===== src/rtl/ascii_pkg.sv =====
// Shared character constants and parser state encoding for ASCII stream parsers.
// Pure declarations; no logic, no latency, no flow control.
package ascii_pkg;

    localparam logic [7:0] ASCII_ZERO  = 8'h30;
    localparam logic [7:0] ASCII_NINE  = 8'h39;
    localparam logic [7:0] ASCII_MINUS = 8'h2D;
    localparam logic [7:0] ASCII_PLUS  = 8'h2B;
    localparam logic [7:0] ASCII_CR    = 8'h0D;
    localparam logic [7:0] ASCII_LF    = 8'h0A;
    localparam logic [7:0] ASCII_COMMA = 8'h2C;

    typedef enum logic [2:0] {
        IDLE  = 3'd0,
        SIGN  = 3'd1,
        MUL   = 3'd2,
        DIGIT = 3'd3,
        ERR   = 3'd4
    } state_t;

endpackage


===== src/rtl/ascii_char_class.sv =====
// Classifies one ASCII byte as digit / sign / field terminator and extracts the digit value.
// Purely combinational, zero latency; no flow control.
// Backpressure: none, the caller qualifies the result with its own handshake.
module ascii_char_class
    import ascii_pkg::*;
(
    input  logic [7:0] ascii_in,
    output logic       is_digit,
    output logic       is_sign,
    output logic       is_minus,
    output logic       is_term,
    output logic [3:0] digit
);

    assign is_digit = (ascii_in >= ASCII_ZERO) && (ascii_in <= ASCII_NINE);
    assign is_minus = (ascii_in == ASCII_MINUS);
    assign is_sign  = is_minus || (ascii_in == ASCII_PLUS);
    assign is_term  = (ascii_in == ASCII_CR) || (ascii_in == ASCII_LF) || (ascii_in == ASCII_COMMA);
    // Only meaningful when is_digit; the low nibble of '0'..'9' is the value.
    assign digit    = ascii_in[3:0];

endmodule


===== src/rtl/ascii_to_bin.sv =====
// Parses signed decimal fields from an ASCII byte stream into a two's-complement word.
// Latency: bin_valid/err pulse one cycle after the terminator handshake.
// Backpressure: ascii_ready drops for the single multiply cycle after each digit.
module ascii_to_bin
    import ascii_pkg::*;
#(
    parameter int WIDTH      = 12,
    parameter int MAX_DIGITS = 4
) (
    input  logic             clk,
    input  logic             reset,
    input  logic [7:0]       ascii_in,
    input  logic             ascii_valid,
    output logic             ascii_ready,
    output logic [WIDTH-1:0] bin_out,
    output logic             bin_valid,
    output logic             is_negative,
    output logic             err
);

    localparam int ACC_W = WIDTH + 4;
    localparam int CNT_W = $clog2(MAX_DIGITS + 1);
    localparam logic [ACC_W-1:0] LIM_NEG = ACC_W'(1) << (WIDTH - 1);
    localparam logic [ACC_W-1:0] LIM_POS = LIM_NEG - ACC_W'(1);

    state_t             state_q, state_d;
    logic [ACC_W-1:0]   acc_q, acc_d;
    logic [CNT_W-1:0]   cnt_q, cnt_d;
    logic               sign_q, sign_d;
    logic [3:0]         dig_q, dig_d;
    logic [WIDTH-1:0]   bin_q, bin_d;
    logic               neg_q, neg_d;
    logic               vld_q, vld_d;
    logic               err_q, err_d;

    logic               is_digit, is_sign, is_minus, is_term;
    logic [3:0]         digit;
    logic               accept;
    logic [ACC_W-1:0]   acc_mul;
    logic [ACC_W-1:0]   limit;
    logic [WIDTH-1:0]   acc_neg;

    ascii_char_class u_class (
        .ascii_in (ascii_in),
        .is_digit (is_digit),
        .is_sign  (is_sign),
        .is_minus (is_minus),
        .is_term  (is_term),
        .digit    (digit)
    );

    assign ascii_ready = (state_q != MUL);
    assign accept      = ascii_valid && ascii_ready;
    assign acc_mul     = (acc_q << 3) + (acc_q << 1) + {{(ACC_W-4){1'b0}}, dig_q};
    assign limit       = sign_q ? LIM_NEG : LIM_POS;
    // Low WIDTH bits of the negation depend only on the low WIDTH bits of acc.
    assign acc_neg     = ~acc_q[WIDTH-1:0] + WIDTH'(1);

    always_comb begin
        state_d = state_q;
        acc_d   = acc_q;
        cnt_d   = cnt_q;
        sign_d  = sign_q;
        dig_d   = dig_q;
        bin_d   = bin_q;
        neg_d   = neg_q;
        vld_d   = 1'b0;
        err_d   = 1'b0;
        case (state_q)
            IDLE: if (accept) begin
                if (is_term) begin
                    state_d = IDLE;
                end else if (is_sign) begin
                    state_d = SIGN;
                    sign_d  = is_minus;
                end else if (is_digit) begin
                    state_d = MUL;
                    dig_d   = digit;
                    cnt_d   = CNT_W'(1);
                end else begin
                    state_d = ERR;
                end
            end
            SIGN: if (accept) begin
                if (is_digit) begin
                    state_d = MUL;
                    dig_d   = digit;
                    cnt_d   = CNT_W'(1);
                end else if (is_term) begin
                    state_d = IDLE;
                    err_d   = 1'b1;
                end else begin
                    state_d = ERR;
                end
            end
            MUL: begin
                acc_d   = acc_mul;
                state_d = (acc_mul > limit) ? ERR : DIGIT;
            end
            DIGIT: if (accept) begin
                if (is_digit) begin
                    if (cnt_q < CNT_W'(MAX_DIGITS)) begin
                        state_d = MUL;
                        dig_d   = digit;
                        cnt_d   = cnt_q + CNT_W'(1);
                    end else begin
                        state_d = ERR;
                    end
                end else if (is_term) begin
                    state_d = IDLE;
                    bin_d   = sign_q ? acc_neg : acc_q[WIDTH-1:0];
                    neg_d   = sign_q && (acc_q != '0);
                    vld_d   = 1'b1;
                end else begin
                    state_d = ERR;
                end
            end
            ERR: if (accept && is_term) begin
                state_d = IDLE;
                err_d   = 1'b1;
            end
            default: state_d = IDLE;
        endcase
        if (state_d == IDLE) begin
            acc_d  = '0;
            cnt_d  = '0;
            sign_d = 1'b0;
        end
    end

    always_ff @(posedge clk or posedge reset) begin
        if (reset) begin
            state_q <= IDLE;
            acc_q   <= '0;
            cnt_q   <= '0;
            sign_q  <= 1'b0;
            dig_q   <= '0;
            bin_q   <= '0;
            neg_q   <= 1'b0;
            vld_q   <= 1'b0;
            err_q   <= 1'b0;
        end else begin
            state_q <= state_d;
            acc_q   <= acc_d;
            cnt_q   <= cnt_d;
            sign_q  <= sign_d;
            dig_q   <= dig_d;
            bin_q   <= bin_d;
            neg_q   <= neg_d;
            vld_q   <= vld_d;
            err_q   <= err_d;
        end
    end

    assign bin_out     = bin_q;
    assign is_negative = neg_q;
    assign bin_valid   = vld_q;
    assign err         = err_q;

endmodule


===== config.mk =====
export PLATFORM = sky130hd
export DESIGN_NAME = ascii_to_bin
export DESIGN_NICKNAME = d
export VERILOG_FILES = /design/src/rtl/ascii_pkg.sv /design/src/rtl/ascii_char_class.sv /design/src/rtl/ascii_to_bin.sv
export SDC_FILE = /design/constraint.sdc
export NUM_CORES = 1
export LEC_CHECK = 0
export CORE_MARGIN = 2
export CORE_UTILIZATION = 41
export DETAILED_ROUTE_END_ITERATION = 10
export SYNTH_ARGS = -nofsm -noshare
export SYNTH_HDL_FRONTEND = slang
export SYNTH_SLANG_ARGS = --single-unit
export TNS_END_PERCENT = 100

===== constraint.sdc =====
create_clock -name clk -period 5.1 [get_ports clk]
set_clock_uncertainty 0.2 [all_clocks]
set_input_delay 1.275 -clock clk [delete_from_list [all_inputs] [get_ports clk]]
set_output_delay 1.275 -clock clk [all_outputs]
set_load 0.01 [all_outputs]

==> flow_summary.toml <==
[run_status]
outcome = "complete, no violations"

[layout]
layout.cell_area.non_filler_sq_um = 3710
fin_nets = 433
layout-area-overhead-vs-synth_pct = 15.5
diodes = 0
fin_util = 0.485
filler_cell_count = 730
post_route_cells_drive_above_1_share = 0.0551

[placement]
placed_area_sq_um = 3600
final_estimated_routing_congestion_in_global_placement = 0.848
portBuffers = 26
dp_hpwl_um = 5660

[clock_tree]
postCtsSetupRepairBufs = 0
cts-htree-levels = 2
clock_sink_count = 42
tritoncts.num_buffers = 5
postCtsResizedCells = 0
ctsLongestPathBuffers = 2
worst_skew_pair.late_latency_ns = 0.30
holdBufCountCts = 0
clockRootBuffer = "sky130_fd_sc_hd__clkbuf_8"
clock_edge_transition_at_the_registers_on_the_reported_setup_and_hold_paths_ns = 0.09
tritoncts = "done"

[sta]
final.period_utilization = 0.837
relSlewSlack = 0.505
final.min_clock_period_ns = 4.27
achievable-frequency_ghz = 0.234
finalHoldViolCount = 0
grt_setup_unrepaired = "no"
setup-violations-final = 0
totalNegativeSetupSlack_ns = 0
timing.final.max_slew_violations = 0
worst_pin_slew_ns = 0.740

[worst_setup_path]
critPathArrivalTime_ns = 4.26
cpPeakStageDelay_ns = 0.54
cp.required_ns = 5.09
cell_with_the_largest_stage_delay_on_the_worst_path = "sky130_fd_sc_hd__fa_1"
endpoint_kind = "flop"
path_max_fanout = 6
cp.buffers_inverters = 3
timing.critical_path.max_delay_family = "compound AO/OA/AOI/OAI gates"
crit_path_cell_trace = "inv_1 > fa_1 > inv_1 > fa_1 > a21o_1 > a221oi_1 > buf_4 > o21bai_1 > a21oi_1 > xnor2_1 > ha_1 > a21oi_1 > nand2_1 > a21o_1 > o31ai_1 > nor3b_1 > a31oi_1"
cp-start-kind = "flop"
crit_type = "flop to flop"

[hold_path]
timing.hold.worst.class = "flop to flop"

[global_route]
grt_first_pass_wirelength_um = 13200
grt_max_degree = 43
grt_antenna_before_repair = 0
grt_pass1_vias = 2716
gr-usage-met1 = 0.269
grt-ovfl-total = 0
global_route.usage.met3 = 0.0325
layer_with_the_highest_usage = "met2"
groute.usage.overall = 0.195
met2_grt_util = 0.319

[yosys]
syn-cell-area_sq_um = 3210
synth_async_sr_flop_share = 1.00
synth.top_cells.by_area = "sky130_fd_sc_hd__dfrtp_1 (33%), sky130_fd_sc_hd__ha_1 (16%), sky130_fd_sc_hd__a21oi_1 (4.7%)"
synthFlopType = "sky130_fd_sc_hd__dfrtp_1"
share_of_the_yosys_chip_area_belonging_to_registers = 0.327
synth.top_cells.by_count = "sky130_fd_sc_hd__dfrtp_1 (42), sky130_fd_sc_hd__ha_1 (40), sky130_fd_sc_hd__nor2_1 (32)"
synth.distinct_cells = 53
synth_top_area_frac = 0.327
ys_ff_latch = 42
synth-edff-count = 0
synthDominantAreaCellType = "sky130_fd_sc_hd__dfrtp_1"
postSynthNetCount = 403
yosysWarnings = 0
synthCells = 350
synth_most_common_cell = "sky130_fd_sc_hd__dfrtp_1"
synthesis.area_per_instance_sq_um = 9.18

[routing]
route.detailed.wl_per_inst_um = 15.8
post_route_drc = 0
viasPerCell = 5.62
detail-route-antenna-nets = 0
drtPass1Iterations = 4
initialDrtViolationCount = 159
vias = 2714
wl_um = 7630

[floorplan]
floorplan.io_pins = 27
initial_cell_density_of_the_core = 0.420
area_inside_the_core_boundary_sq_um = 7650
die_h_um = 92.5
die_area_sq_um = 8560
fp-row-count = 32
dieWidth_um = 92.5

[power_and_ir_drop]
max-vdd-ir-drop_v = 0.000138
power.leakage_nw = 1.75
power.density_nw_per_um2 = 275

[flow_run]
number_of_max_cap_violations = 0
[cell usage in the layout (no fill, tap or decap), types with 2 or more instances in the layout]
cell type and count:
sky130_fd_sc_hd__dfrtp_1 42, sky130_fd_sc_hd__ha_1 40, sky130_fd_sc_hd__nor2_1 32, sky130_fd_sc_hd__a21oi_1 30, sky130_fd_sc_hd__clkdlybuf4s50_1 26, sky130_fd_sc_hd__nand2_1 20
sky130_fd_sc_hd__inv_1 20, sky130_fd_sc_hd__a22o_1 14, sky130_fd_sc_hd__o21ai_0 13, sky130_fd_sc_hd__xnor2_1 13, sky130_fd_sc_hd__xor2_1 8, sky130_fd_sc_hd__nand3_1 8
sky130_fd_sc_hd__nand4_1 8, sky130_fd_sc_hd__nor2b_1 6, sky130_fd_sc_hd__nor3_1 6, sky130_fd_sc_hd__o31ai_1 6, sky130_fd_sc_hd__a21o_1 6, sky130_fd_sc_hd__buf_4 6
sky130_fd_sc_hd__nand3b_1 5, sky130_fd_sc_hd__clkbuf_8 5, sky130_fd_sc_hd__nand2b_1 4, sky130_fd_sc_hd__or3_1 3, sky130_fd_sc_hd__and2_1 3, sky130_fd_sc_hd__and3_1 3
sky130_fd_sc_hd__a2bb2oi_1 3, sky130_fd_sc_hd__a31oi_1 3, sky130_fd_sc_hd__o211ai_1 3, sky130_fd_sc_hd__mux2_2 2, sky130_fd_sc_hd__a32o_1 2, sky130_fd_sc_hd__o22ai_1 2
sky130_fd_sc_hd__o221a_1 2, sky130_fd_sc_hd__a221oi_1 2, sky130_fd_sc_hd__o21bai_1 2, sky130_fd_sc_hd__o21a_1 2, sky130_fd_sc_hd__o221ai_1 2, sky130_fd_sc_hd__nor3b_1 2
sky130_fd_sc_hd__and3b_1 2, sky130_fd_sc_hd__nor4_1 2, sky130_fd_sc_hd__o2bb2ai_1 2, sky130_fd_sc_hd__fa_1 2
[worst paths after layout]
kind / from / end / slack (ns) / cells after the start
min in group asynchronous: reset / bin_out[0] / 1.22 / 3
setup reg to reg: acc_q[2] / state_q[2] / 0.83 / 17
hold reg to reg: dig_q[2] / dig_q[2] / 0.31 / 2
hold / removal: dig_q[2] / dig_q[2] / 0.31 / 2
max in group asynchronous: reset / acc_q[13] / 3.10 / 3
setup / recovery: acc_q[2] / state_q[2] / 0.83 / 17
[tightest hold or removal path, cell delays in order, from the launching register on]
cell and delay, ns:
sky130_fd_sc_hd__dfrtp_1 0.37, sky130_fd_sc_hd__nand2_1 0.05, sky130_fd_sc_hd__o21ai_0 0.06
[through the flow]
| stage | setup WS [ns] | hold slack, ns | instances | power, W |
|---|---|---|---|---|
| final | 0.831 | 0.309 | 483 | 0.00102 |
| after global routing | 0.489 | 0.343 | 483 | 0.00109 |
| after CTS | 0.812 | 0.311 | 483 | 0.00103 |
| after detailed placement | 0.843 | 0.289 | 475 | 0.000756 |
| after global placement | 0.924 | 0.282 | 475 | 0.000749 |
| after floorplan | 1.00 | 0.252 | 350 | 0.000665 |
[per-layer routing]
metal  wire, um  part of all wire
met1       3820              0.50
met2       3480              0.46
met3        239             0.031
met4         94             0.012
met5          0                 0
[kinds of logic (layout without fill, tap and decap cells)]
kind of cell / after synthesis / in the layout / synth area share
flops: 42 / 42 / 0.327
fa+ha+maj: 42 / 42 / 0.168
buf+inv: 30 / 61 / 0.0397
simple gates: 111 / 111 / 0.182
mux: 3 / 3 / 0.0101
compound gates: 101 / 101 / 0.216
xor+xnor: 21 / 21 / 0.0573
[registers in the layout, indices dropped and copies added, names as in the netlist]
| signal | flops |
|---|---|
| acc_q | 16 |
| bin_out | 12 |
| bin_valid | 1 |
| cnt_q | 3 |
| dig_q | 4 |
| err | 1 |
| is_negative | 1 |
| sign_q | 1 |
| state_q | 3 |
[power breakdown]
group          switching, W  internal (W)  total, W
combinational      0.000209      0.000140  0.000349
clock              0.000126      0.000146  0.000272
sequential        0.0000382      0.000362  0.000400
total              0.000373      0.000649   0.00102
[final cells by class]
cell class / instances / area [sq um] / share of cell area
Clock buffer: 6 / 72.6 / 0.0196
Timing Repair Buffer: 32 / 305 / 0.0823
Multi-Input combinational cell: 278 / 2040 / 0.549
Clock inverter: 2 / 37.5 / 0.0101
Sequential cell: 42 / 1050 / 0.283
Inverter: 21 / 78.8 / 0.0212
Tap cell: 102 / 128 / 0.0344
Power figures use the tool's default switching activity.
